[src/rtl/sspim_pkg.sv]
// Shared types for the SPI FIFO master: FSM states, SPI mode encodings, latched frame config.
package sspim_pkg;

   typedef enum logic [1:0] {
      ST_IDLE  = 2'd0,
      ST_SETUP = 2'd1,
      ST_XFER  = 2'd2,
      ST_HOLD  = 2'd3
   } state_e;

   // {cpol, cpha}
   localparam logic [1:0] MODE0 = 2'b00;
   localparam logic [1:0] MODE1 = 2'b01;
   localparam logic [1:0] MODE2 = 2'b10;
   localparam logic [1:0] MODE3 = 2'b11;

   // Widest supported sck divider; narrower DIV_W values are zero-extended.
   localparam int MAX_DIV_W = 16;

   typedef struct packed {
      logic                 cpol;
      logic                 cpha;
      logic                 lsb_first;
      logic [MAX_DIV_W-1:0] sck_div;
      logic [3:0]           cs_gap;
      logic [2:0]           cs_sel;
      logic                 rx_en;
      logic                 loopback;
      logic [7:0]           len;
   } cfg_t;

   function automatic logic first_bit(input logic [7:0] d, input logic lsb);
      return lsb ? d[0] : d[7];
   endfunction

   function automatic logic [7:0] shift_out(input logic [7:0] d, input logic lsb);
      return lsb ? {1'b0, d[7:1]} : {d[6:0], 1'b0};
   endfunction

endpackage

[src/rtl/sspim_sfifo.sv]
// Synchronous FIFO, combinational head read; writes when full and reads when empty are dropped.
module sspim_sfifo #(
   parameter int  WD    = 8,
   parameter int  DEPTH = 8,
   localparam int AW    = $clog2(DEPTH),
   localparam int LVL_W = AW + 1
) (
   input  logic             clk,
   input  logic             reset_n,
   input  logic             wr_i,
   input  logic [WD-1:0]    wdata_i,
   input  logic             rd_i,
   output logic [WD-1:0]    rdata_o,
   output logic             full_o,
   output logic             empty_o,
   output logic [LVL_W-1:0] level_o
);

   logic [WD-1:0]    mem_q [DEPTH];
   logic [AW-1:0]    wptr_q;
   logic [AW-1:0]    rptr_q;
   logic [LVL_W-1:0] level_q;
   logic             do_wr;
   logic             do_rd;

   assign full_o  = (level_q == LVL_W'(DEPTH));
   assign empty_o = (level_q == '0);
   assign do_wr   = wr_i & ~full_o;
   assign do_rd   = rd_i & ~empty_o;
   assign rdata_o = mem_q[rptr_q];
   assign level_o = level_q;

   always_ff @(posedge clk) begin
      if (do_wr) mem_q[wptr_q] <= wdata_i;
   end

   always_ff @(posedge clk or negedge reset_n) begin
      if (!reset_n) begin
         wptr_q  <= '0;
         rptr_q  <= '0;
         level_q <= '0;
      end else begin
         if (do_wr) wptr_q <= wptr_q + AW'(1);
         if (do_rd) rptr_q <= rptr_q + AW'(1);
         case ({do_wr, do_rd})
            2'b10:   level_q <= level_q + LVL_W'(1);
            2'b01:   level_q <= level_q - LVL_W'(1);
            default: level_q <= level_q;
         endcase
      end
   end

endmodule

[src/rtl/sspim_fifo_master.sv]
// SPI master running 1-256 byte frames from a TX FIFO into an RX FIFO under one chip select.
// Define SSPIM_LOOPBACK_EN to allow an internal so->si path selected by cfg_loopback.
module sspim_fifo_master
   import sspim_pkg::*;
#(
   parameter int  NUM_CS     = 4,
   parameter int  FIFO_DEPTH = 8,
   parameter int  DIV_W      = 8,
   localparam int CS_W       = (NUM_CS > 1) ? $clog2(NUM_CS) : 1,
   localparam int LVL_W      = $clog2(FIFO_DEPTH) + 1
) (
   input  logic              clk,
   input  logic              reset_n,
   input  logic              cfg_cpol,
   input  logic              cfg_cpha,
   input  logic              cfg_lsb_first,
   input  logic [DIV_W-1:0]  cfg_sck_div,
   input  logic [3:0]        cfg_cs_gap,
   input  logic [CS_W-1:0]   cfg_cs_sel,
   input  logic              cfg_rx_en,
   input  logic              cfg_loopback,
   input  logic              cmd_valid,
   input  logic [7:0]        cmd_len,
   output logic              cmd_ready,
   input  logic              tx_wr,
   input  logic [7:0]        tx_wdata,
   output logic              tx_full,
   output logic [LVL_W-1:0]  tx_level,
   input  logic              rx_rd,
   output logic [7:0]        rx_rdata,
   output logic              rx_empty,
   output logic [LVL_W-1:0]  rx_level,
   output logic              rx_ovf,
   input  logic              rx_ovf_clr,
   output logic              busy,
   output logic              done,
   output logic              sck,
   output logic              so,
   input  logic              si,
   output logic [NUM_CS-1:0] ssn
);

   state_e             state_q, state_d;
   cfg_t               cfg_q, cfg_d;
   logic               sck_q, sck_d, so_q, so_d, stall_q, stall_d, done_q, done_d, ovf_q;
   logic [NUM_CS-1:0]  ssn_q, ssn_d, ssn_sel;
   logic [DIV_W-1:0]   cnt_q, cnt_d;
   logic [3:0]         tog_q, tog_d, gap_q, gap_d;
   logic [7:0]         bcnt_q, bcnt_d, txsh_q, txsh_d, rxsh_q, rxsh_d;
   logic [7:0]         tx_rdata, rx_shifted, rx_wdat;
   logic               tx_empty, rx_full, tx_pop, rx_push, load, tc, odd_tog, last_tog, si_int;
   logic               cfg_unused;

`ifdef SSPIM_LOOPBACK_EN
   assign si_int = cfg_q.loopback ? so_q : si;
`else
   assign si_int = si;
`endif
   assign cfg_unused = ^{cfg_q.sck_div, cfg_q.loopback};

   sspim_sfifo #(.WD(8), .DEPTH(FIFO_DEPTH)) u_tx_fifo (
      .clk(clk), .reset_n(reset_n), .wr_i(tx_wr), .wdata_i(tx_wdata), .rd_i(tx_pop),
      .rdata_o(tx_rdata), .full_o(tx_full), .empty_o(tx_empty), .level_o(tx_level)
   );

   sspim_sfifo #(.WD(8), .DEPTH(FIFO_DEPTH)) u_rx_fifo (
      .clk(clk), .reset_n(reset_n), .wr_i(rx_push), .wdata_i(rx_wdat), .rd_i(rx_rd),
      .rdata_o(rx_rdata), .full_o(rx_full), .empty_o(rx_empty), .level_o(rx_level)
   );

   always_comb begin
      ssn_sel = '1;
      for (int i = 0; i < NUM_CS; i++) begin
         if (3'(cfg_cs_sel) == 3'(i)) ssn_sel[i] = 1'b0;
      end
   end

   // Toggle number is tog_q+1, so an odd toggle has tog_q[0]==0; toggle 16 closes the byte.
   assign tc         = (cnt_q == cfg_q.sck_div[DIV_W-1:0]);
   assign odd_tog    = ~tog_q[0];
   assign last_tog   = (tog_q == 4'd15);
   assign rx_shifted = cfg_q.lsb_first ? {si_int, rxsh_q[7:1]} : {rxsh_q[6:0], si_int};
   assign rx_wdat    = cfg_q.cpha ? rx_shifted : rxsh_q;

   always_comb begin
      state_d = state_q;  cfg_d  = cfg_q;  sck_d  = sck_q;  so_d   = so_q;
      ssn_d   = ssn_q;    cnt_d  = cnt_q;  tog_d  = tog_q;  bcnt_d = bcnt_q;
      gap_d   = gap_q;    txsh_d = txsh_q; rxsh_d = rxsh_q; stall_d = stall_q;
      done_d  = 1'b0;     tx_pop = 1'b0;   rx_push = 1'b0;  load   = 1'b0;
      case (state_q)
         ST_IDLE: begin
            sck_d = cfg_cpol;
            if (cmd_valid) begin
               cfg_d.cpol      = cfg_cpol;
               cfg_d.cpha      = cfg_cpha;
               cfg_d.lsb_first = cfg_lsb_first;
               cfg_d.sck_div   = MAX_DIV_W'(cfg_sck_div);
               cfg_d.cs_gap    = cfg_cs_gap;
               cfg_d.cs_sel    = 3'(cfg_cs_sel);
               cfg_d.rx_en     = cfg_rx_en;
               cfg_d.loopback  = cfg_loopback;
               cfg_d.len       = cmd_len;
               ssn_d   = ssn_sel;
               gap_d   = '0;
               cnt_d   = '0;
               tog_d   = '0;
               bcnt_d  = '0;
               stall_d = 1'b0;
               state_d = ST_SETUP;
            end
         end
         ST_SETUP: begin
            if (gap_q != cfg_q.cs_gap) begin
               gap_d = gap_q + 4'd1;
            end else if (cfg_q.cpha) begin
               state_d = ST_XFER;
            end else if (!tx_empty) begin
               load    = 1'b1;
               state_d = ST_XFER;
            end
         end
         ST_XFER: begin
            if (stall_q) begin
               if (!tx_empty) begin
                  load    = 1'b1;
                  stall_d = 1'b0;
               end
            end else if (!tc) begin
               cnt_d = cnt_q + DIV_W'(1);
            end else if (!(cfg_q.cpha && tog_q == 4'd0 && tx_empty)) begin
               cnt_d = '0;
               sck_d = ~sck_q;
               tog_d = tog_q + 4'd1;
               if (cfg_q.cpha != odd_tog) rxsh_d = rx_shifted;
               if (cfg_q.cpha && tog_q == 4'd0) begin
                  load = 1'b1;
               end else if (cfg_q.cpha ? odd_tog : (!odd_tog && !last_tog)) begin
                  so_d   = first_bit(txsh_q, cfg_q.lsb_first);
                  txsh_d = shift_out(txsh_q, cfg_q.lsb_first);
               end
               if (last_tog) begin
                  rx_push = cfg_q.rx_en;
                  bcnt_d  = bcnt_q + 8'd1;
                  if (bcnt_q == cfg_q.len) begin
                     state_d = ST_HOLD;
                     gap_d   = '0;
                  end else if (!cfg_q.cpha) begin
                     if (!tx_empty) load = 1'b1;
                     else           stall_d = 1'b1;
                  end
               end
            end
         end
         ST_HOLD: begin
            if (gap_q != cfg_q.cs_gap) begin
               gap_d = gap_q + 4'd1;
            end else begin
               ssn_d   = '1;
               done_d  = 1'b1;
               state_d = ST_IDLE;
            end
         end
         default: state_d = ST_IDLE;
      endcase
      if (load) begin
         tx_pop = 1'b1;
         so_d   = first_bit(tx_rdata, cfg_q.lsb_first);
         txsh_d = shift_out(tx_rdata, cfg_q.lsb_first);
      end
   end

   always_ff @(posedge clk or negedge reset_n) begin
      if (!reset_n) begin
         state_q <= ST_IDLE; cfg_q  <= '0;  sck_q  <= 1'b0; so_q    <= 1'b0;
         ssn_q   <= '1;      cnt_q  <= '0;  tog_q  <= '0;   bcnt_q  <= '0;
         gap_q   <= '0;      txsh_q <= '0;  rxsh_q <= '0;   stall_q <= 1'b0;
         done_q  <= 1'b0;    ovf_q  <= 1'b0;
      end else begin
         state_q <= state_d; cfg_q  <= cfg_d;  sck_q  <= sck_d;  so_q    <= so_d;
         ssn_q   <= ssn_d;   cnt_q  <= cnt_d;  tog_q  <= tog_d;  bcnt_q  <= bcnt_d;
         gap_q   <= gap_d;   txsh_q <= txsh_d; rxsh_q <= rxsh_d; stall_q <= stall_d;
         done_q  <= done_d;
         if (rx_push && rx_full) ovf_q <= 1'b1;
         else if (rx_ovf_clr)    ovf_q <= 1'b0;
      end
   end

   assign cmd_ready = (state_q == ST_IDLE);
   assign busy      = (state_q != ST_IDLE);
   assign done      = done_q;
   assign sck       = sck_q;
   assign so        = so_q;
   assign ssn       = ssn_q;
   assign rx_ovf    = ovf_q;

endmodule
[config.mk]
export PLATFORM = sky130hd
export DESIGN_NAME = sspim_fifo_master
export DESIGN_NICKNAME = d
export VERILOG_FILES = /design/src/rtl/sspim_pkg.sv /design/src/rtl/sspim_sfifo.sv /design/src/rtl/sspim_fifo_master.sv
export SDC_FILE = /design/constraint.sdc
export NUM_CORES = 1
export LEC_CHECK = 0
export CORE_MARGIN = 4
export CORE_UTILIZATION = 59
export DETAILED_ROUTE_END_ITERATION = 8
export PLACE_DENSITY = 0.85
export SETUP_SLACK_MARGIN = 0.3
export SYNTH_ARGS = -nofsm -noshare
export SYNTH_HDL_FRONTEND = slang
export SYNTH_SLANG_ARGS = --single-unit
[constraint.sdc]
create_clock -name clk -period 3.9 [get_ports clk]
set_input_delay 0.78 -clock clk [delete_from_list [all_inputs] [get_ports clk]]
set_output_delay 0.78 -clock clk [all_outputs]
set_load 0.03 [all_outputs]
==> Yosys cells after proc, flatten, opt, wreduce, memory -nomap -nowiden <==
Memory sizes are Yosys's and may differ from the RTL's.
Cells that the tools add are included.
{ "classes": {"add_sub_neg": 12, "n_eq_ne": 31, "mux": 102, "bitwise_logic": 12, "n_reduce_logical": 31} }
{ "ops": {"columns": ["cell", "count"], "rows": [
  ["$mux 8", 19],
  ["$mux 1", 50],
  ["$mux 4", 12],
  ["$pmux 4 s2", 4],
  ["$pmux 8 s2", 2],
  ["$mux 2", 10],
  ["$ne 2x2->1 const B", 10],
  ["$reduce_bool 2->1", 9],
  ["$add 4x1->4 const B", 4],
  ["$add 8x1->8 const B", 2],
  ["$eq 8x8->1", 2],
  ["$add 3x1->3 const B", 4],
  ["$eq 2x2->1 const B", 6],
  ["$eq 4x4->1 const B", 3],
  ["$logic_not 4->1", 3],
  ["$pmux 4 s3", 1],
  ["$reduce_and 6->1", 2],
  ["$reduce_and 5->1", 2],
  ["$reduce_and 9->1", 1],
  ["$eq 2x1->1 const B", 4],
  ["$not 1->1", 8],
  ["$pmux 2 s4", 1],
  ["$reduce_and 4->1", 2],
  ["$sub 4x1->4 const B", 2],
  ["13 further kinds", 25]
]} }
{ "word_totals": {"regBits": 94, "mem_bits_rw": 128, "input_bits": 42, "output_inout_bits": 28, "wordCells": 215, "memories": 2} }
{ "memory_table": {"columns": ["memory", "depth", "width", "rd", "rd_clocked_by_memory_dff", "wr", "line_no", "rtl"], "rows": [
  ["u_rx_fifo.mem_q", 8, 8, 1, 0, 1, "sspim_sfifo.sv:19", "logic [WD-1:0] mem_q [DEPTH];"],
  ["u_tx_fifo.mem_q", 8, 8, 1, 0, 1, "sspim_sfifo.sv:19", null]
]} }

==> Depth between registers and ports, before layout <==
Gate-level depths: netlist (run 1).
{ "depth": {"ltp_word": 15, "depth_mapped": 15, "ltp_nobuf": 14} }

==> Hierarchy <==
From an unflattened synthesis (run 1), not the netlist that was laid out.
{ "unflattened": {"cells_unflattened": 716, "hier_area_um2": 10405.0} }
{ "modules_own_cells": {"columns": ["module", "instances", "cells_each", "area_each_um2", "seq_area_each_um2"], "rows": [
  ["sspim_fifo_master", 1, 396, 4142.7, 1856.8],
  ["sspim_sfifo at u_rx_fifo", 1, 160, 3138.0, 2172.1],
  ["sspim_sfifo at u_tx_fifo", 1, 160, 3124.2, 2172.1]
]} }

==> Least setup slack after synthesis (run 1) <==
OpenSTA, ideal clock, no wires.
{ "synth_timing": {"path_kind": "register -> register", "start": "register u_rx_fifo.level_q[0] (netlist: u_rx_fifo.level_o[0])", "end": "register u_rx_fifo.level_q[3] (netlist: u_rx_fifo.level_o[3])", "setup_ps": 138, "arrival_time_ps": 3066, "t_required_ps": 3762, "slack_ps": 696, "path_stages_with_launch": 11, "n_path_buf": 0, "synth_period_minus_slack_ps": 3204, "cell_sequence": "dfrtp_1 > nor4_1 > nand2b_1 > inv_1 > ha_1 > ha_1 > a21o_1 > a21oi_1 > xnor2_1 > nor2_1 > xor2_1"} }
{ "synth_via": {"elab_chain_cells": 5, "word_cells_on_any_way": 12, "cone_classes": "2 x add/sub; 3 x eq/ne; 1 x mux; 4 x bitwise; 2 x reduce/logical"} }
{ "synth_rtl": {"columns": ["item", "line_no", "rtl"], "rows": [
  ["start, declared", "sspim_sfifo.sv:22", "logic [LVL_W-1:0] level_q;"],
  ["start signal, assigned", "sspim_sfifo.sv:46", "2'b10: level_q <= level_q + LVL_W'(1);"],
  ["start signal, assigned", "sspim_sfifo.sv:47", "2'b01: level_q <= level_q - LVL_W'(1);"],
  ["start signal, assigned", "sspim_sfifo.sv:48", "default: level_q <= level_q;"],
  ["$logic_not 4->1 (*)", "sspim_sfifo.sv:27", "assign empty_o = (level_q == '0);"],
  ["named net rx_empty", "sspim_fifo_master.sv:31", "output logic rx_empty,"],
  ["$not 1->1 (*)", "sspim_sfifo.sv:29", "assign do_rd = rd_i & ~empty_o;"],
  ["$and 1x1->1 (*)", "sspim_sfifo.sv:29", null],
  ["named net u_rx_fifo.do_rd", "sspim_sfifo.sv:24", "logic do_rd;"],
  ["$eq 2x1->1 / $eq 2x2->1 (equally long branches)", "sspim_sfifo.sv:45", "case ({do_wr, do_rd})"],
  ["$pmux 4 s2 / $reduce_bool 2->1 (equally long branches)", null, null]
]} }
Mark *: on every way through the listed nets, which the timed path passes. The rest lies on a longest branch.
A chain may end at the register's enable or synchronous reset.

==> Worst setup path in the final report (run 1) <==
{ "layout_timing": {"start": "register u_rx_fifo.rptr_q[1]", "end": "output rx_rdata[4]"} }
{ "layout_via": {"elab_chain_cells": 1} }
{ "layout_rtl": {"columns": ["item", "line_no", "rtl"], "rows": [
  ["start, declared", "sspim_sfifo.sv:21", "logic [AW-1:0] rptr_q;"],
  ["start signal, assigned", "sspim_sfifo.sv:44", "if (do_rd) rptr_q <= rptr_q + AW'(1);"],
  ["$mem_v2 8x8", null, null],
  ["end, declared", "sspim_fifo_master.sv:30", "output logic [7:0] rx_rdata,"]
]} }
Every way passes these cells.

==> results of run 1 <==
-- final timing paths --
kind                                     start              endpoint  slack (ns)
min                                    reset_n  u_tx_fifo.level_o[2]        0.29
min in group clk                        ssn[2]                ssn[2]        0.50
max in group asynchronous              reset_n             rxsh_q[6]        2.78
min reg2reg                             ssn[2]                ssn[2]        0.50
max reg2reg                         state_q[0]  u_tx_fifo.level_o[2]        0.58
max                        u_rx_fifo.rptr_q[1]           rx_rdata[4]        0.48
-- synthesized netlist by cell type (all sizes together), types with 2 or more instances --
cell,count,share of area
edfxtp,128,0.38
dfrtp,90,0.22
nor2,56,0.021
nand2,49,0.018
mux2,38,0.042
mux4,35,0.078
a21oi,28,0.014
o21ai,26,0.013
xnor2,25,0.022
mux2i,24,0.024
xor2,24,0.021
inv,21,0.0078
ha,19,0.024
clkbuf,16,0.0060
buf,14,0.0062
nand3,13,0.0065
nor3,13,0.0065
nor4,10,0.0098
a31oi,9,0.0056
nand2b,8,0.0050
nand4,7,0.0043
a211oi,6,0.0045
nor3b,6,0.0045
and2,4,0.0025
dfstp,4,0.010
nand3b,4,0.0030
o31ai,4,0.0030
a22o,3,0.0026
a41oi,3,0.0034
and3,3,0.0019
nor2b,3,0.0019
a2111oi,2,0.0017
a21o,2,0.0015
a32o,2,0.0020
and4,2,0.0017
nor4b,2,0.0017
or3,2,0.0012
-- kinds of logic (layout without fill, tap and decap cells) --
group / Yosys count / count (layout) / synth area share
adders and majority gates: 20 / 20 / 0.0256
AOI/OAI and AO/OA: 94 / 94 / 0.0600
xor gates and xnor gates: 49 / 49 / 0.0426
muxes: 97 / 97 / 0.145
buffers and inverters: 51 / 151 / 0.0200
and+or+nand+nor: 185 / 185 / 0.0921
DFF: 222 / 222 / 0.615
-- critical path, stage by stage (launching register included) --
cell and delay [ns]:
dfrtp_1 0.84, mux4_2 0.42, mux2_2 0.29, clkdlybuf4s50_1 0.60
-- per-layer routing --
metal,vias up,track usage,wire [um]
met4,0,0.0438,329
met3,24,0.0410,1110
met1,3150,0.279,8360
met2,201,0.378,10700
li1,2863,-,-
met5,-,0,0
-- placed cells by master, fill, tap and decap left out, drive strengths merged, types with 26 or more instances in the layout --
| master | instances |
|---|---|
| nor2 | 56 |
| nand2 | 49 |
| mux2 | 38 |
| clkdlybuf4s50 | 67 |
| a21oi | 28 |
| mux4 | 35 |
| o21ai | 26 |
| edfxtp | 128 |
| dfrtp | 90 |
| clkbuf | 31 |
-- sequential cells by signal, indices dropped and copies added, names as in the netlist, 8 cells and up --
signal and flops:
rxsh_q 8, u_rx_fifo.mem_q 64, txsh_q 8, cnt_q 8
cfg_q 23, u_tx_fifo.mem_q 64, bcnt_q 8
-- cell type report --
class | count | area (um2) | area share
multi-input combinational | 445 | 3680 | 0.311
inverter | 21 | 78.8 | 0.00667
timing repair buffer | 89 | 836 | 0.0707
tap | 220 | 275 | 0.0233
sequential | 222 | 6200 | 0.525
clock inverter | 10 | 134 | 0.0113
clock buffer | 31 | 616 | 0.0521
-- power breakdown --
group	internal [mW]	switching, mW	total (mW)
sequential	3.04	0.543	3.59
clock	1.31	0.858	2.17
combinational	1.40	1.58	2.98
total	5.75	2.98	8.73
-- what timing repair did --
item	4_1_cts	5_1_grt
hold buffers	0	0
gates resized for setup	0	2
setup endpoints to repair	0	1
==> results.ini, run 1 <==
[worst_setup_path]
path_max_fanout=18
worstPathArrival_ns=2.64
startpoint_type=flip-flop
worstSetupPathType=flip-flop to output port
critPathRequiredTime_ns=3.12
rr_worst_depth=12
crit_path_end_kind=output port

[min_path]
hold_path.class=input pin to async pin

[logic_synthesis]
ys_async_sr_fraction=0.423
synth_edf_count=128
ys_seq_area_frac=0.615
synth_seq_cells=222
avgSynthCellArea_um2=14.0
synthesis.area_mm2=0.0101
syn-instance-count=718
synth_cell_types=58
synth.net_count=780
ys_warn_count=0
synthFlopType=edfxtp_1

[floorplanning]
die_area_mm2=0.0192
initial_core_util=0.606
fp.dieW_um=139
rows=47
die_h_um=139
io_pins=70
coreArea_mm2=0.0166

[timing]
setup_tns_ns=0
tightest_slew_ns=1.02
finalWorstSetupSlack_ns=0.475
clock_skew_ns=0.00784
max_freq_ghz=0.292
min_period_ns=3.42
hold_viol=0
finalCritPeriodShare=0.878
holdWs_ns=0.288
drv_slew=0
rsz0062_at_grt=no
setup_viol=0
max_slew_margin=0.321

[placed_design]
placed_area_mm2=0.0111
gp_congestion=0.889
port_buffers=68
hpwl_um=13400
place_ws_ns=0.554
dp.cells=997

[drt]
routed_wirelength_um=20500
drt_first_pass_iters=5
drc=0
viasPerCell=6.01
ant_nets=0
dr.first_iter.drc_count=396
routedWlPerCell_um=19.7
vias=6238

[layout]
fin_nets=864
drive_gt1_frac=0.171
area_delta_synth_final_pct=17.3
instances_no_fill=1038
fin_util=0.710
diodes=0
fill_cells=1041
final_cell_area_mm2=0.0118

[clocking]
cts_buffers=23
h-tree-depth=1
ctsLongestPathBuffers=3
clock_sinks=222
clock_latency_ns=0.49
clkTransAtPathRegs_ns=0.06
cts-root-buf=clkbuf_16
cts_tree=yes
post_cts_buffers=0

[grt]
grt_usage=0.213
grt_overflow_total=0
grt_pass1_vias=6397
grt_pass1_wl_um=33500
grt_max_degree=45
antenna_found_initial=0

[run_status]
status=finished, final reports clean

[flow_run]
cap_violations=0

[pwr]
total_power_mw=8.73
p_leak_nw=4.45
vdd_drop_max_mv=0.472
powerDensity_mw_per_mm2=739

No activity file was read; power rests on OpenSTA's default activity.
==> run 2: changes to the inputs <==
--- a/config.mk
+++ b/config.mk
@@ -5,6 +5,8 @@
 export SDC_FILE = /design/constraint.sdc
 export NUM_CORES = 1
 export LEC_CHECK = 0
+export ABC_CLOCK_PERIOD_IN_PS = 3900
+export CAP_MARGIN = 20
 export CORE_MARGIN = 4
 export CORE_UTILIZATION = 59
 export DETAILED_ROUTE_END_ITERATION = 8
==> results.ini, run 2 (synthesized netlist as in run 1, its figures left out) <==
[timing]
rsz0062_at_grt=no
max_slew_margin=0.355  ; +0.0338
clock_skew_ns=0.00762  ; -0.000221 ns
setup_viol=0  ; unchanged
holdWs_ns=0.289  ; +0.00145 ns
setup_tns_ns=0  ; unchanged
hold_viol=0  ; unchanged
finalCritPeriodShare=0.877  ; -0.00161
finalWorstSetupSlack_ns=0.482  ; +0.00627 ns
drv_slew=0  ; unchanged
tightest_slew_ns=0.964  ; -0.0543 ns
min_period_ns=3.42  ; -0.00627 ns
max_freq_ghz=0.293  ; +0.18%

[drt]
drc=0  ; unchanged
routedWlPerCell_um=19.7  ; about the same
drt_first_pass_iters=4  ; -1
dr.first_iter.drc_count=357  ; -9.8%
viasPerCell=5.99  ; -0.26%
ant_nets=0  ; unchanged
routed_wirelength_um=20500  ; +0.14%
vias=6228  ; -0.16%

[layout]
most-common-layout-cells=edfxtp_1, dfrtp_1, clkdlybuf4s50_1, nor2_1, nand2_1
final_cell_area_mm2=0.0119  ; +0.23%
reg_top3=u_rx_fifo.mem_q (64), u_tx_fifo.mem_q (64), cfg_q (23)
drive_gt1_frac=0.172  ; +0.00101
final_common_cell=edfxtp_1
area_delta_synth_final_pct=17.6
fin_nets=865  ; +0.12%
fill_cells=1039  ; -0.19%
diodes=0  ; unchanged

[worst_setup_path]
crit_path_end_kind=output port
startpoint_type=flip-flop
critPathRequiredTime_ns=3.12  ; about the same
slowest_delay_ns=0.83  ; about the same
crit_chain=mux4_2 -> mux2_2 -> clkdlybuf4s50_1
cp.buffers_inverters=1  ; unchanged
crit_family=flip-flops
worstPathArrival_ns=2.64  ; about the same
worstSetupPathType=flip-flop to output port
path_max_fanout=18  ; unchanged
critPathSlowestCell=dfrtp_1

[clocking]
hold_buffers=0  ; unchanged
cts-root-buf=clkbuf_16
cts_tree=yes
cts_buffers=23  ; unchanged
ctsResizeCount=0  ; unchanged
clock_latency_ns=0.50  ; about the same
ctsLongestPathBuffers=3  ; unchanged
post_cts_buffers=0  ; unchanged
clock_sinks=222  ; unchanged
h-tree-depth=1  ; unchanged
clkTransAtPathRegs_ns=0.06  ; about the same

[floorplanning]
rows=47  ; unchanged
coreArea_mm2=0.0166  ; unchanged
initial_core_util=0.606  ; unchanged
die_area_mm2=0.0192  ; unchanged
die_h_um=139  ; unchanged
io_pins=70  ; unchanged
fp.dieW_um=139  ; unchanged

[placed_design]
gp_congestion=0.889  ; unchanged
port_buffers=68  ; unchanged
placed_area_mm2=0.0111  ; unchanged
place_ws_ns=0.554  ; unchanged
hpwl_um=13400  ; unchanged

[run_status]
status=finished, final reports clean

[grt]
grt_usage=0.213  ; unchanged
antenna_found_initial=0  ; unchanged
grt_max_degree=45  ; unchanged
grt_overflow_total=0  ; unchanged
grt_pass1_vias=6397  ; unchanged
grt_pass1_wl_um=33500  ; unchanged

[pwr]
vdd_drop_max_mv=0.473  ; +0.14%
p_leak_nw=4.47  ; +0.27%
powerDensity_mw_per_mm2=739  ; about the same

[min_path]
hold_path.class=input pin to async pin

[flow_run]
cap_violations=0  ; unchanged

==> run 2: per-layer routing <==
metal  routed length (um)  vias to the layer above  global-route usage
met5                    0                        -                   0
met2                10800                      200               0.378
met3                 1090                       26              0.0410
li1                     -                     2864                   -
met1                 8330                     3138               0.279
met4                  333                        0              0.0438
==> run 2: power by group <==
group	switching [mW]	internal (mW)	total (mW)
Sequential	0.515	3.05	3.56
Clock	0.859	1.31	2.17
Combinational	1.61	1.42	3.03
Total	2.99	5.77	8.76
==> run 2: area by class of cell <==
class                           count  area, um2  share of cell area
Sequential cell                   222       6200               0.523
Multi-Input combinational cell    445       3680               0.311
Timing Repair Buffer               90        863              0.0728
Clock buffer                       31        616              0.0519
Tap cell                          220        275              0.0232
Clock inverter                     10        134              0.0113
Inverter                           21       78.8             0.00665
==> run 2: path summary, 6_finish.rpt <==
kind	from	endpoint	slack [ns]	cells after the start
min in group clk	ssn[2]	ssn[2]	0.50	2
worst min register to register	ssn[2]	ssn[2]	0.50	2
max in group asynchronous	reset_n	rxsh_q[3]	2.78	2
worst max-delay path	u_rx_fifo.rptr_q[1]	rx_rdata[4]	0.48	3
worst max register to register	state_q[0]	u_tx_fifo.level_o[2]	0.58	12
worst min-delay path	reset_n	u_tx_fifo.level_o[2]	0.29	1
==> run 2: worst reg2reg max path: cells and delay by family (launching register included) <==
family / cells / cell delay (ns)
simple gates: 3 / 0.80
buf+inv: 1 / 0.09
fa+ha+maj: 3 / 0.94
flops: 1 / 0.40
xor+xnor: 3 / 0.47
compound gates: 2 / 0.49
==> run 2: per-stage QoR <==
stage	cells	util	power [mW]
2_1_floorplan	718	-	5.64
3_3_place_gp	997	0.665	6.38
3_5_place_dp	997	0.665	6.55
4_1_cts	1038	0.710	8.78
5_1_grt	1039	0.712	9.24
6_report	1039	0.712	8.76
==> run 3: changes to the inputs <==
--- a/config.mk
+++ b/config.mk
@@ -10,6 +10,7 @@
 export CORE_MARGIN = 4
 export CORE_UTILIZATION = 59
 export DETAILED_ROUTE_END_ITERATION = 8
+export HOLD_SLACK_MARGIN = 0.15
 export PLACE_DENSITY = 0.85
 export SETUP_SLACK_MARGIN = 0.3
 export SYNTH_ARGS = -nofsm -noshare
==> results of run 3 <==
Same layout as run 2: the final DEF is identical, and so are final timing and power.
